**src/rtl/button_conditioner_pkg.sv**
```systemverilog
// Shared types and default timing constants for the push-button conditioner.
package button_conditioner_pkg;

    typedef enum logic [1:0] {
        ST_IDLE       = 2'd0,
        ST_DB_PRESS   = 2'd1,
        ST_PRESSED    = 2'd2,
        ST_DB_RELEASE = 2'd3
    } btn_state_e;

    localparam int unsigned DEF_DEBOUNCE_CYCLES = 500000;
    localparam int unsigned DEF_REPEAT_DELAY    = 25000000;
    localparam int unsigned DEF_REPEAT_RATE     = 5000000;

    // One counter width serves both the debounce and the hold counters.
    function automatic int unsigned cnt_width(input int unsigned a,
                                              input int unsigned b,
                                              input int unsigned c);
        int unsigned m;
        m = a;
        if (b > m) m = b;
        if (c > m) m = c;
        return (m < 2) ? 1 : $clog2(m);
    endfunction

endpackage

```
**src/rtl/btn_debounce_ch.sv**
```systemverilog
// One button channel: 2-flop synchronizer, debounce FSM and press strobe.
// BTN_AUTOREPEAT_EN adds a hold counter that re-strobes while the button is held.
module btn_debounce_ch
    import button_conditioner_pkg::*;
#(
    parameter int unsigned DEBOUNCE_CYCLES = DEF_DEBOUNCE_CYCLES,
    parameter int unsigned REPEAT_DELAY    = DEF_REPEAT_DELAY,
    parameter int unsigned REPEAT_RATE     = DEF_REPEAT_RATE
) (
    input  logic clk,
    input  logic reset,
    input  logic btn_raw_i,
    output logic pulse_o,
    output logic level_o
);
    localparam int unsigned      CNT_W   = cnt_width(DEBOUNCE_CYCLES, REPEAT_DELAY, REPEAT_RATE);
    localparam logic [CNT_W-1:0] DB_LAST = CNT_W'(DEBOUNCE_CYCLES - 1);

    logic             sync1_q, sync2_q;
    btn_state_e       state_q, state_d;
    logic [CNT_W-1:0] cnt_q, cnt_d;
    logic             pulse_q, pulse_d;
    logic             level_q, level_d;
    logic             press_acc;
    logic             rpt_fire;

    function automatic logic [CNT_W-1:0] sat_inc(input logic [CNT_W-1:0] v);
        return (v == '1) ? v : v + CNT_W'(1);
    endfunction

    always_ff @(posedge clk or posedge reset) begin
        if (reset) begin
            sync1_q <= 1'b0;
            sync2_q <= 1'b0;
        end else begin
            sync1_q <= btn_raw_i;
            sync2_q <= sync1_q;
        end
    end

    always_comb begin
        state_d   = state_q;
        cnt_d     = cnt_q;
        press_acc = 1'b0;
        unique case (state_q)
            ST_IDLE: begin
                if (sync2_q) begin
                    state_d = ST_DB_PRESS;
                    cnt_d   = '0;
                end
            end
            ST_DB_PRESS: begin
                if (!sync2_q) begin
                    state_d = ST_IDLE;
                end else if (cnt_q == DB_LAST) begin
                    state_d   = ST_PRESSED;
                    press_acc = 1'b1;
                end else begin
                    cnt_d = sat_inc(cnt_q);
                end
            end
            ST_PRESSED: begin
                if (!sync2_q) begin
                    state_d = ST_DB_RELEASE;
                    cnt_d   = '0;
                end
            end
            ST_DB_RELEASE: begin
                if (sync2_q) begin
                    state_d = ST_PRESSED;
                end else if (cnt_q == DB_LAST) begin
                    state_d = ST_IDLE;
                end else begin
                    cnt_d = sat_inc(cnt_q);
                end
            end
            default: state_d = ST_IDLE;
        endcase
    end

`ifdef BTN_AUTOREPEAT_EN
    localparam logic [CNT_W-1:0] RPT_FIRST = CNT_W'(REPEAT_DELAY - 1);
    localparam logic [CNT_W-1:0] RPT_NEXT  = CNT_W'(REPEAT_RATE - 1);

    logic [CNT_W-1:0] hold_q, hold_d;
    logic             rpt_q, rpt_d;

    // rpt_q selects the inter-repeat period once the first repeat has fired.
    always_comb begin
        hold_d   = hold_q;
        rpt_d    = rpt_q;
        rpt_fire = 1'b0;
        if ((state_d == ST_PRESSED) && (state_q != ST_PRESSED)) begin
            hold_d = '0;
            rpt_d  = 1'b0;
        end else if ((state_q == ST_PRESSED) && sync2_q) begin
            if (hold_q == (rpt_q ? RPT_NEXT : RPT_FIRST)) begin
                rpt_fire = 1'b1;
                hold_d   = '0;
                rpt_d    = 1'b1;
            end else begin
                hold_d = sat_inc(hold_q);
            end
        end
    end

    always_ff @(posedge clk or posedge reset) begin
        if (reset) begin
            hold_q <= '0;
            rpt_q  <= 1'b0;
        end else begin
            hold_q <= hold_d;
            rpt_q  <= rpt_d;
        end
    end
`else
    assign rpt_fire = 1'b0;
`endif

    assign pulse_d = press_acc | rpt_fire;
    assign level_d = (state_d == ST_PRESSED) || (state_d == ST_DB_RELEASE);

    always_ff @(posedge clk or posedge reset) begin
        if (reset) begin
            state_q <= ST_IDLE;
            cnt_q   <= '0;
            pulse_q <= 1'b0;
            level_q <= 1'b0;
        end else begin
            state_q <= state_d;
            cnt_q   <= cnt_d;
            pulse_q <= pulse_d;
            level_q <= level_d;
        end
    end

    assign pulse_o = pulse_q;
    assign level_o = level_q;

endmodule

```
**src/rtl/button_conditioner.sv**
```systemverilog
// Debounced push-button front end: NUM_BTN independent channels with press strobes and held levels.
// Define BTN_AUTOREPEAT_EN to enable hold-to-repeat strobes.
module button_conditioner
    import button_conditioner_pkg::*;
#(
    parameter int unsigned NUM_BTN         = 3,
    parameter int unsigned DEBOUNCE_CYCLES = DEF_DEBOUNCE_CYCLES,
    parameter int unsigned REPEAT_DELAY    = DEF_REPEAT_DELAY,
    parameter int unsigned REPEAT_RATE     = DEF_REPEAT_RATE
) (
    input  logic               clk,
    input  logic               reset,
    input  logic [NUM_BTN-1:0] btn_raw,
    output logic [NUM_BTN-1:0] btn_pulse,
    output logic [NUM_BTN-1:0] btn_level
);

    for (genvar g = 0; g < NUM_BTN; g++) begin : g_ch
        btn_debounce_ch #(
            .DEBOUNCE_CYCLES(DEBOUNCE_CYCLES),
            .REPEAT_DELAY   (REPEAT_DELAY),
            .REPEAT_RATE    (REPEAT_RATE)
        ) u_ch (
            .clk      (clk),
            .reset    (reset),
            .btn_raw_i(btn_raw[g]),
            .pulse_o  (btn_pulse[g]),
            .level_o  (btn_level[g])
        );
    end

endmodule

```
**config.mk**
```make
export PLATFORM = sky130hd
export DESIGN_NAME = button_conditioner
export DESIGN_NICKNAME = d
export VERILOG_FILES = /design/src/rtl/button_conditioner_pkg.sv /design/src/rtl/btn_debounce_ch.sv /design/src/rtl/button_conditioner.sv
export SDC_FILE = /design/constraint.sdc
export NUM_CORES = 1
export LEC_CHECK = 0
export BUFFER_PORTS_ARGS = -buffer_cell sky130_fd_sc_hd__buf_2
export CAP_MARGIN = 20
export CELL_PAD_IN_SITES_DETAIL_PLACEMENT = 1
export CELL_PAD_IN_SITES_GLOBAL_PLACEMENT = 1
export CORE_ASPECT_RATIO = 0.9
export CORE_MARGIN = 2
export CORE_UTILIZATION = 37
export DETAILED_ROUTE_END_ITERATION = 7
export MAX_ROUTING_LAYER = met4
export PLACE_DENSITY_LB_ADDON = 0.1
export SLEW_MARGIN = 40
export SYNTH_ARGS = -nofsm -noshare
export SYNTH_HDL_FRONTEND = slang
export SYNTH_SLANG_ARGS = --single-unit
```
**constraint.sdc**
```tcl
create_clock -name clk -period 5.45 [get_ports clk]
set_clock_uncertainty 0.15 [all_clocks]
set_input_delay 0.8175 -clock clk [delete_from_list [all_inputs] [get_ports clk]]
set_output_delay 0.8175 -clock clk [all_outputs]
set_load 0.01 [all_outputs]
```
==> results of run 1 <==
[kinds of logic (layout without fill, tap and decap cells)]
| group | Yosys count | count (layout) | synth area share [%] |
|---|---|---|---|
| AO/OA/AOI/OAI | 141 | 141 | 17.9 |
| XOR/XNOR | 6 | 6 | 0.971 |
| adder cells (fa/ha/maj) | 3 | 3 | 0.694 |
| buffers and inverters | 52 | 44 | 5.15 |
| flip-flops | 93 | 93 | 43.0 |
| multiplexers | 11 | 11 | 2.20 |
| AND/OR/NAND/NOR | 269 | 269 | 30.1 |
[routing by layer]
| layer | wire, um | part of all wire (%) | up-vias | GRT usage [%] |
|---|---|---|---|---|
| met5 | 0 | 0 | - | - |
| met4 | 119 | 0.81 | 0 | 4.82 |
| met3 | 464 | 3.2 | 11 | 3.65 |
| met2 | 6870 | 47 | 53 | 32.5 |
| met1 | 7260 | 49 | 2382 | 28.6 |
| li1 | - | - | 2227 | - |
[power by group through the flow]
stage | Clock, mW | Combinational (mW) | Sequential [mW]
2_1_floorplan | 0 | 0.0577 | 0.730
3_3_place_gp | 0 | 0.0755 | 0.734
3_5_place_dp | 0 | 0.0785 | 0.736
4_1_cts | 0.655 | 0.0795 | 0.723
5_1_grt | 0.680 | 0.0891 | 0.726
6_report | 0.633 | 0.0767 | 0.723
[final timing paths]
path	startpoint	endpoint	slack (ns)
worst min-delay path	g_ch[1].u_ch.sync1_q$_DFF_PP0_	g_ch[1].u_ch.sync2_q$_DFF_PP0_	0.20
worst max register to register	g_ch[2].u_ch.cnt_q[0]$_DFFE_PP0P_	g_ch[2].u_ch.cnt_q[17]$_DFFE_PP0P_	2.41
max in group asynchronous	reset	g_ch[2].u_ch.cnt_q[5]$_DFFE_PP0P_	3.85
min in group asynchronous	reset	g_ch[0].u_ch.cnt_q[15]$_DFFE_PP0P_	0.39
worst min register to register	g_ch[1].u_ch.sync1_q$_DFF_PP0_	g_ch[1].u_ch.sync2_q$_DFF_PP0_	0.20
worst max-delay path	g_ch[2].u_ch.cnt_q[0]$_DFFE_PP0P_	g_ch[2].u_ch.cnt_q[17]$_DFFE_PP0P_	2.41
[state kept, by name, indices dropped and copies added (netlist names)]
signal and flops:
g_ch.u_ch.state_q 6, g_ch.u_ch.sync1_q 3, g_ch.u_ch.sync2_q 3, g_ch.u_ch.level_o 3, g_ch.u_ch.cnt_q 75, g_ch.u_ch.pulse_o 3
[metrics by stage]
stage	utilization [%]	cell area, um2
after global routing	41.1	5820
after detailed placement	39.0	5530
after CTS	41.1	5820
final	41.1	5820
after global placement	39.0	5530
after floorplan	-	5410
[cell type report]
class | instances | area, um2
flip-flops and latches | 93 | 2330
fillers | 1660 | 8330
well taps | 193 | 241
repair buffers | 16 | 95.1
inverters | 13 | 53.8
clock inverters | 5 | 61.3
multi-input cells | 430 | 2820
clock buffers | 10 | 229
[worst reg2reg max path, stage by stage, from the launching register on]
cell and delay [ns]:
dfrtp_1 0.39, ha_1 0.24, nand4_1 0.55, nor4_1 0.66
a311o_1 0.64, or4_1 0.21, a21oi_1 0.07
[cell usage after synthesis, drive strengths merged (8+ instances only)]
| cell | number | area, um2 |
|---|---|---|
| nor4 | 18 | 125 |
| o41ai | 8 | 88.8 |
| clkbuf | 14 | 52.6 |
| nor2 | 18 | 67.6 |
| o31ai | 38 | 299 |
| and4 | 12 | 108 |
| nor3 | 9 | 50.1 |
| and2 | 9 | 56.3 |
| nand3 | 30 | 150 |
| inv | 12 | 45.1 |
| dfrtp | 93 | 2330 |
| a21oi | 46 | 230 |
| and3 | 12 | 75.1 |
| nand2 | 45 | 169 |
| buf | 25 | 178 |
| or4 | 41 | 308 |
| nand4 | 35 | 231 |
| o21ai | 16 | 80.1 |
| nand2b | 12 | 75.1 |
==> qor.txt, run 1 <==
Nets@finish - 571
Delay-heaviest family, CP - simple AND/OR/NAND/NOR gates
Overall power - 1.43 mW
Leak pwr - 2.22 nW
Initial antenna violation count - 0
Fin crit share - 55.7%
CTS tree - built
Worst Hold Class - flop to flop
Global-route wire length before repair - 25.8 mm
Die width - 131 um
Area of the core - 14200 um2
Minimum clock period - 3.04 ns
Int Power - 1.08 mW
Clock power share - 44.2%
Starting DRT DRC Count - 224
Cell total after placement - 745
Commonest non-fill, non-tap cell in the layout - dfrtp_1
Worst Hold Depth - 0
Asr flop ratio synth - 100%
CP Buf/Inv Count - 0
Initial Utilization - 38.2%
Final worst slack - 2.41 ns
Switching part of the total - 24.5%
Row cnt - 41
CP Max Fanout - 16
Vias in the first global route - 4857
CP max stage cell - nor4_1
Switching Power - 351 uW
Worst slack, placed - 2.42 ns
# IOs - 11
Share of layout cells above drive strength 1 - 9.70%
H-tree depth - 3
Port Buffers - 10
Crit path DAT - 3.10 ns
Post-DP HPWL - 10.2 mm
Crit-path cells - ha_1, nand4_1, nor4_1, a311o_1, or4_1, a21oi_1
Final slew viol count - 0
Crit path depth - 6
Post-Syn Nets - 583
Cell area power density - 246 nW/um2
Max-capacitance violation count - 0
Yosys cell types - 63
Status - finished clean
Sequential power share - 50.5%
Routed Antenna Nets - 0
Worst setup EP type - flop
Maximum buffer depth of the clock tree - 2
Sequential fraction of the synthesis area - 43.0%
CP peak stage delay - 0.65 ns
Comb pwr share - 5.4%
WL final - 14.7 mm
CTS Buf Count - 9
Syn Std Cell Area - 5410 um2
DR WL/cell - 19.4 um
Root buf cell - clkbuf_16
Unrepaired setup endpoints after global routing - false
Gr usage total - 20.9%
Clk_lat worst skew - 0.35 ns
# setup viols final - 0
Routed vias - 4673
Post-CTS sizing - 0
Hold Slack - 0.205 ns
CTS clk-pin slew, worst paths - 0.07 ns
Largest net degree at the start of global routing - 58
CTS sink count - 93
DRT Pass-1 Iters - 4
#FFs+latches synth - 93
Worst Reg-to-Reg Cells - 6
Chip height - 119 um
TNS Setup - 0 ns
Post-CTS Hold Fix Bufs - 0
FMAX - 329 MHz
Most frequent cells in the layout - 93 x dfrtp_1, 46 x a21oi_1, 45 x nand2_1
GR Overflow Total - 0
Non-Filler Instances - 760
Syn Area/Cell - 9.41 um2
Relative slew margins - 52.0%
Die area - 15600 um2
Final hold violation count - 0
Startpoint Class - flop
Vias per cell - 6.15
Area grow syn2layout - 7.61%
DRC - 0
Syn Inst Count - 575
CP Class - flop to flop
EDFF count, synth - 0
Postcts setup bufs - 0
N_diodes - 0
Maximum VDD drop - 0.000143 V
Worst-margin pin slew - 0.720 ns
GPL Wtd Cong - 0.808
CP required - 5.51 ns
Syn. warnings - 0
Main synth FF type - dfrtp_1
Note: power is estimated with default switching activity, not from simulation.
==> inputs of run 2 (changes only) <==
- ABC_AREA: not set -> 1
- clock period: 5.45 -> 2.5 ns (I/O delays scaled with it)
==> run 2 against run 1 <==
- fmax increased by 33%
- critical path type unchanged
- sequential share of layout area decreased by 4.9 points
- sequential power is 120% higher
- worst hold slack worse by 0.0061 ns
- design area up 14%
- global-route usage increased by 0.66 points
- count of clock-buffer cells in the layout unchanged
- register-to-register slack lost 2.2 ns
- largest power group is now the clock network
- critical path depth increased by 2
- via count up 21%
- total power grew 130%
==> qor.txt, run 2 <==
Status - finished clean (unchanged)
Starting DRT DRC Count - 297 (was 224)
Main synth FF type - dfrtp_1 (unchanged)
Top-area cell type share of the netlist area - 39.0% (was 43.0%)
Asr flop ratio synth - 100% (unchanged)
Syn Area/Cell - 6.58 um2 (was 9.41 um2)
Count leader, synth - nand2_1 (was dfrtp_1)
Row cnt - 44 (was 41)
Regs by FF count - g_ch.u_ch.cnt_q x75, g_ch.u_ch.state_q x6 (unchanged)
Unrepaired setup endpoints after global routing - false (unchanged)
Final slew viol count - 0 (unchanged)
Initial antenna violation count - 0 (unchanged)
Area of the core - 16000 um2 (was 14200 um2)
CP peak stage delay - 0.44 ns (was 0.65 ns)
Post-Syn Nets - 914 (was 583)
Syn Std Cell Area - 5960 um2 (was 5410 um2)
# IOs - 11 (unchanged)
GPL Wtd Cong - 0.865 (was 0.808)
Synth top area cells - dfrtp_1 39%, nand2_1 22%, nor2_1 11%, nand3_1 5.2%, inv_1 4.7% (was dfrtp_1 43%, or4_1 5.7%, o31ai_1 5.1%, a21oi_1 4.3%, nand4_1 3.8%)
CTS sink count - 93 (unchanged)
Sequential fraction of the synthesis area - 39.0% (was 43.0%)
# setup viols final - 0 (unchanged)
R2r startpoint - g_ch[1].u_ch.cnt_q[0]$_DFFE_PP0P_ (was g_ch[2].u_ch.cnt_q[0]$_DFFE_PP0P_)
CP Class - flop to flop (unchanged)
CTS clk-pin slew, worst paths - 0.07 ns (about the same)
EDFF count, synth - 0 (unchanged)
Cell area power density - 505 nW/um2 (was 246 nW/um2)
Largest reg by FF count - g_ch.u_ch.cnt_q (unchanged)
Leak pwr - 2.94 nW (was 2.22 nW)
Area leader, netlist - dfrtp_1 (unchanged)
Startpoint Class - flop (unchanged)
DR WL/cell - 15.2 um (was 19.4 um)
CTS Buf Count - 9 (unchanged)
Worst-margin pin slew - 0.710 ns (was 0.720 ns)
Clk_lat worst skew - 0.35 ns (about the same)
Final hold violation count - 0 (unchanged)
Syn Inst Count - 906 (was 575)
Largest net degree at the start of global routing - 48 (was 58)
HP Start - g_ch[0].u_ch.sync1_q$_DFF_PP0_ (was g_ch[1].u_ch.sync1_q$_DFF_PP0_)
Delay-heaviest family, CP - simple AND/OR/NAND/NOR gates (unchanged)
Yosys cell types - 32 (was 63)
Vias in the first global route - 5765 (was 4857)
Maximum buffer depth of the clock tree - 2 (unchanged)
H-tree depth - 3 (unchanged)
TNS Setup - 0 ns (unchanged)
Most frequent cells in the layout - 357 x nand2_1, 169 x nor2_1, 93 x dfrtp_1 (was 93 x dfrtp_1, 46 x a21oi_1, 45 x nand2_1)
Crit-path cells - ha_2, inv_2, nor2_4, nand2_2, nor2_2, nand3b_2, nand3_4, o21ai_0 (was ha_1, nand4_1, nor4_1, a311o_1, or4_1, a21oi_1)
FMAX - 437 MHz (was 329 MHz)
Global-route wire length before repair - 28.7 mm (was 25.8 mm)
N_diodes - 0 (unchanged)
Port Buffers - 10 (unchanged)
Post-DP HPWL - 12.6 mm (was 10.2 mm)
CP required - 2.57 ns (was 5.51 ns)
DRC - 0 (unchanged)
CTS tree - built (unchanged)
#FFs+latches synth - 93 (unchanged)
Worst Hold Class - flop to flop (unchanged)
Max FFs per register - 75 (unchanged)
Top post-synthesis cells by count - 357 x nand2_1, 170 x nor2_1, 93 x dfrtp_1 (was 93 x dfrtp_1, 46 x a21oi_1, 45 x nand2_1)
Post-route cell area - 6640 um2 (was 5820 um2)
Minimum clock period - 2.29 ns (was 3.04 ns)
CP Buf/Inv Count - 1 (was 0)
Root buf cell - clkbuf_16 (unchanged)
Setup crit start - g_ch[1].u_ch.cnt_q[0]$_DFFE_PP0P_ (was g_ch[2].u_ch.cnt_q[0]$_DFFE_PP0P_)
DRT Pass-1 Iters - 4 (unchanged)
Syn. warnings - 0 (unchanged)
Initial Utilization - 37.3% (was 38.2%)
Share of layout cells above drive strength 1 - 7.11% (was 9.70%)
Nets@finish - 932 (was 571)
GR Overflow Total - 0 (unchanged)
Die width - 138 um (was 131 um)
Maximum VDD drop - 0.000352 V (was 0.000143 V)
Routed vias - 5645 (was 4673)
Chip height - 124 um (was 119 um)
Area grow syn2layout - 11.4% (was 7.61%)
Relative slew margins - 52.6% (was 52.0%)
CP max stage cell - dfrtp_1 (was nor4_1)
Max-capacitance violation count - 0 (unchanged)
Post-DP Area - 6230 um2 (was 5530 um2)
Commonest non-fill, non-tap cell in the layout - nand2_1 (was dfrtp_1)
Routed Antenna Nets - 0 (unchanged)
Worst setup EP type - flop (unchanged)
Vias per cell - 4.97 (was 6.15)
Fin crit share - 91.5% (was 55.7%)
WL final - 17.3 mm (was 14.7 mm)
CP Max Fanout - 22 (was 16)
Die area - 17100 um2 (was 15600 um2)
Crit path DAT - 2.36 ns (was 3.10 ns)
Gr usage total - 21.6% (was 20.9%)
[run 2: cell count changes after synthesis, moves of 32 or more]
cell	before	now
a21oi_1	46	8
inv_1	10	75
nand2_1	45	357
nand3_1	30	62
nor2_1	18	170
o31ai_1	37	0
or4_1	41	0
[run 2: final cells by class]
cell class | instances | area, um2
clock inverter | 5 | 108
tap | 207 | 259
fill | 2110 | 9330
timing repair buffer | 31 | 230
multi-input combinational | 712 | 3190
clock buffer | 10 | 229
inverter | 77 | 293
sequential | 93 | 2330
[run 2: repair_timing]
item	4_1_cts	5_1_grt
endpoints found under the hold margin	19	0
hold buffers	4	0
pin swaps	0	1
resized for setup	1	4
gates cloned	0	1
setup endpoints to repair	9	45
buffers inserted	0	0
[run 2: cells by family after synthesis]
kind of cell | share of synthesized area [%]
AO/OA/AOI/OAI | 3.86
XOR/XNOR | 5.44
adder cells (fa/ha/maj) | 0.630
buffers and inverters | 8.06
flip-flops | 39.0
AND/OR/NAND/NOR | 43.0
[run 2: final timing paths]
check / depth (start not counted) / end / slack (ns)
min in group asynchronous: 3 / g_ch[2].u_ch.cnt_q[18]$_DFFE_PP0P_ / 0.52
max reg2reg: 8 / g_ch[1].u_ch.cnt_q[16]$_DFFE_PP0P_ / 0.21
min: 0 / g_ch[0].u_ch.sync2_q$_DFF_PP0_ / 0.20
max: 8 / g_ch[1].u_ch.cnt_q[16]$_DFFE_PP0P_ / 0.21
max in group asynchronous: 4 / g_ch[2].u_ch.sync2_q$_DFF_PP0_ / 0.98
min reg2reg: 0 / g_ch[0].u_ch.sync2_q$_DFF_PP0_ / 0.20
[run 2: stage by stage]
| stage | hold slack, ns | cells | total power [mW] | setup slack, ns | utilization [%] |
|---|---|---|---|---|---|
| 6_report | 0.198 | 1135 | 3.35 | 0.211 | 41.6 |
| 5_1_grt | 0.213 | 1135 | 3.47 | 0.0345 | 41.6 |
| 4_1_cts | 0.206 | 1134 | 3.39 | 0.0856 | 41.4 |
| 3_5_place_dp | 0.192 | 1115 | 1.77 | -0.0370 | 39.0 |
| 3_3_place_gp | 0.184 | 1115 | 1.76 | 0.0187 | 39.0 |
| 2_1_floorplan | 0.181 | 906 | 1.71 | 0.643 | - |
[run 2: worst reg2reg max path: stages (launching register included)]
cell and delay, ns:
dfrtp_1 0.44, ha_2 0.29, inv_2 0.06, nor2_4 0.21, nand2_2 0.09, nor2_2 0.26, nand3b_2 0.21, nand3_4 0.30
o21ai_0 0.14
[run 2: power by group]
part / switching [mW] / internal [mW]
combinational: 0.137 / 0.0522
sequential: 0.0285 / 1.53
clock: 0.626 / 0.979
[run 2: per-layer routing]
layer | wire length (um) | vias up | global-route usage, %
met1 | 8430 | 2748 | 29.7
li1 | - | 2824 | -
met3 | 531 | 11 | 3.91
met5 | 0 | - | -
met4 | 150 | 0 | 3.66
met2 | 8160 | 62 | 33.8
==> inputs of run 3 (changes only) <==
- RECOVER_POWER: not set -> 50
==> run 3 against run 2 <==
- final cell count stayed put
- highest routed layer unchanged
- global-route usage unchanged
- via count about the same
- routed wire length fell by 0.15%
- combinational power about the same
- critical path type unchanged
- critical endpoint is now g_ch[0].u_ch.cnt_q[8]$_DFFE_PP0P_
- sequential power barely moved
- count of clock-buffer cells in the layout stayed put
- non-clock buffer count did not move
- clock power hardly changed
- sequential share of layout area increased by 0.14 points
- worst setup slack improved by 0.0015 ns
- design area fell by 0.40%
==> qor.txt, run 3 (synthesized netlist as in run 2, its figures left out) <==
Routed vias - 5648 (was 5645)
Crit path DAT - 2.37 ns (was 2.36 ns)
Chip height - 124 um (unchanged)
Nets@finish - 932 (unchanged)
Initial antenna violation count - 0 (unchanged)
CP required - 2.58 ns (was 2.57 ns)
Cell total after placement - 1115 (unchanged)
Leak pwr - 2.91 nW (was 2.94 nW)
H-tree depth - 3 (unchanged)
DRT Pass-1 Iters - 5 (was 4)
Max FFs per register - 75 (unchanged)
DR WL/cell - 15.2 um (about the same)
Worst Hold Depth - 0 (unchanged)
Postcts setup bufs - 0 (unchanged)
Non-Filler Instances - 1135 (unchanged)
Worst setup EP type - flop (unchanged)
Routed Antenna Nets - 0 (unchanged)
Vias per cell - 4.98 (was 4.97)
Area grow syn2layout - 10.9% (was 11.4%)
Worst Reg-to-Reg Cells - 11 (was 8)
Die area - 17100 um2 (unchanged)
CTS tree - built (unchanged)
Port Buffers - 10 (unchanged)
# setup viols final - 0 (unchanged)
# IOs - 11 (unchanged)
Most frequent cells in the layout - 357 x nand2_1, 169 x nor2_1, 93 x dfrtp_1 (unchanged)
Int Power - 2.56 mW (about the same)
Global-route wire length before repair - 28.7 mm (unchanged)
Die width - 138 um (unchanged)
Switching part of the total - 23.6% (about the same)
Overall power - 3.35 mW (about the same)
Fin crit share - 91.5% (about the same)
Fillcell total - 2117 (was 2110)
Area of the core - 16000 um2 (unchanged)
Clock power share - 47.9% (about the same)
Worst Hold Class - flop to flop (unchanged)
DRC - 0 (unchanged)
FMAX - 437 MHz (about the same)
Maximum VDD drop - 0.000352 V (about the same)
GPL Wtd Cong - 0.865 (unchanged)
CTS Buf Count - 9 (unchanged)
Largest net degree at the start of global routing - 48 (unchanged)
Share of layout cells above drive strength 1 - 6.14% (was 7.11%)
Cell area power density - 506 nW/um2 (was 505 nW/um2)
Largest reg by FF count - g_ch.u_ch.cnt_q (unchanged)
Commonest non-fill, non-tap cell in the layout - nand2_1 (unchanged)
WL final - 17.3 mm (about the same)
Comb pwr share - 5.6% (was 5.7%)
Regs by FF count - g_ch.u_ch.cnt_q x75, g_ch.u_ch.state_q x6 (unchanged)
Minimum clock period - 2.29 ns (about the same)
CP Class - flop to flop (unchanged)
CP Max Fanout - 20 (was 22)
Vias in the first global route - 5765 (unchanged)
Sequential power share - 46.5% (was 46.4%)
Row cnt - 44 (unchanged)
Initial Utilization - 37.3% (unchanged)
Startpoint Class - flop (unchanged)
Maximum buffer depth of the clock tree - 2 (unchanged)
Worst-margin pin slew - 1.45 ns (was 0.710 ns)
Unrepaired setup endpoints after global routing - false (unchanged)
Gr usage total - 21.6% (unchanged)
Root buf cell - clkbuf_16 (unchanged)
Post-DP HPWL - 12.6 mm (unchanged)
Relative slew margins - 2.92% (was 52.6%)
Max-capacitance violation count - 0 (unchanged)
Final slew viol count - 0 (unchanged)
CTS clk-pin slew, worst paths - 0.07 ns (about the same)
GR Overflow Total - 0 (unchanged)
N_diodes - 0 (unchanged)
Switching Power - 789 uW (was 792 uW)
Final hold violation count - 0 (unchanged)
Status - finished clean (unchanged)
Starting DRT DRC Count - 308 (was 297)
CTS sink count - 93 (unchanged)
Clk_lat worst skew - 0.35 ns (about the same)
## run 3: changes by cell type in the layout (fill, tap and decap cells not counted)
cell,previous run,this run
nand3_2,2,1
clkinvlp_4,1,0
nor3b_2,1,0
buf_2,10,3
clkinvlp_2,0,1
clkbuf_1,1,8
nor3b_1,1,2
clkbuf_2,0,2
buf_4,16,14
nand3_1,62,63
## run 3: worst paths after layout
path                       slack, ns                                 end                              start
setup / recovery                0.21   g_ch[0].u_ch.cnt_q[8]$_DFFE_PP0P_  g_ch[0].u_ch.cnt_q[0]$_DFFE_PP0P_
hold / removal                  0.20      g_ch[0].u_ch.sync2_q$_DFF_PP0_     g_ch[0].u_ch.sync1_q$_DFF_PP0_
setup reg to reg                0.21   g_ch[0].u_ch.cnt_q[8]$_DFFE_PP0P_  g_ch[0].u_ch.cnt_q[0]$_DFFE_PP0P_
hold reg to reg                 0.20      g_ch[0].u_ch.sync2_q$_DFF_PP0_     g_ch[0].u_ch.sync1_q$_DFF_PP0_
max in group asynchronous       0.39      g_ch[2].u_ch.sync2_q$_DFF_PP0_                              reset
min in group asynchronous       0.72  g_ch[2].u_ch.cnt_q[18]$_DFFE_PP0P_                              reset
## run 3: metrics by stage
stage | utilization (%) | hold WS, ns | instance area (um2) | TNS [ns] | setup WS, ns
detailed placement | 39.0 | 0.192 | 6230 | -0.0792 | -0.0370
floorplan | - | 0.181 | 5960 | 0 | 0.643
CTS | 41.4 | 0.206 | 6610 | 0 | 0.0856
finish | 41.4 | 0.200 | 6610 | 0 | 0.213
global placement | 39.0 | 0.184 | 6220 | 0 | 0.0187
global route | 41.4 | 0.213 | 6610 | 0 | 0.0345
## run 3: area by class of cell
cell class              instances  area, um2  area share (%)
multi-input cells             712       3180            48.1
inverters                      77        290            4.39
clock inverters                 5        108            1.63
flip-flops and latches         93       2330            35.2
repair buffers                 31        216            3.27
clock buffers                  10        229            3.46
well taps                     207        259            3.92
## run 3: metal layers
| layer | global-route usage [%] | wire length [um] | vias up |
|---|---|---|---|
| met5 | - | 0 | - |
| met4 | 3.66 | 157 | 0 |
| met3 | 3.91 | 595 | 13 |
| met2 | 33.8 | 8140 | 78 |
| met1 | 29.7 | 8360 | 2730 |
| li1 | - | - | 2827 |
## run 3: what timing repair did
| action | in CTS | in global routing |
|---|---|---|
| gates resized for setup | 1 | 4 |
| hold endpoints to repair | 19 | 0 |
| pin swaps | 0 | 1 |
| hold buffers | 4 | 0 |
| endpoints found under the setup margin | 9 | 45 |
| gates cloned | 0 | 1 |
## run 3: critical path, cell delays in order (launching register included)
cell,delay (ns)
dfrtp_1,0.44
ha_1,0.28
inv_1,0.13
nor2_4,0.19
nand3_1,0.11
nor2_2,0.16
nand2_1,0.14
nand2_1,0.12
nor2_1,0.05
buf_4,0.20
nand2_1,0.10
o21ai_1,0.07
## run 3: power groups by stage
stage	logic [mW]	registers, mW	clock network [mW]
after floorplan	0.131	1.58	0
after global placement	0.177	1.58	0
after detailed placement	0.182	1.59	0
after CTS	0.189	1.56	1.65
after global routing	0.213	1.56	1.70
final	0.187	1.56	1.60
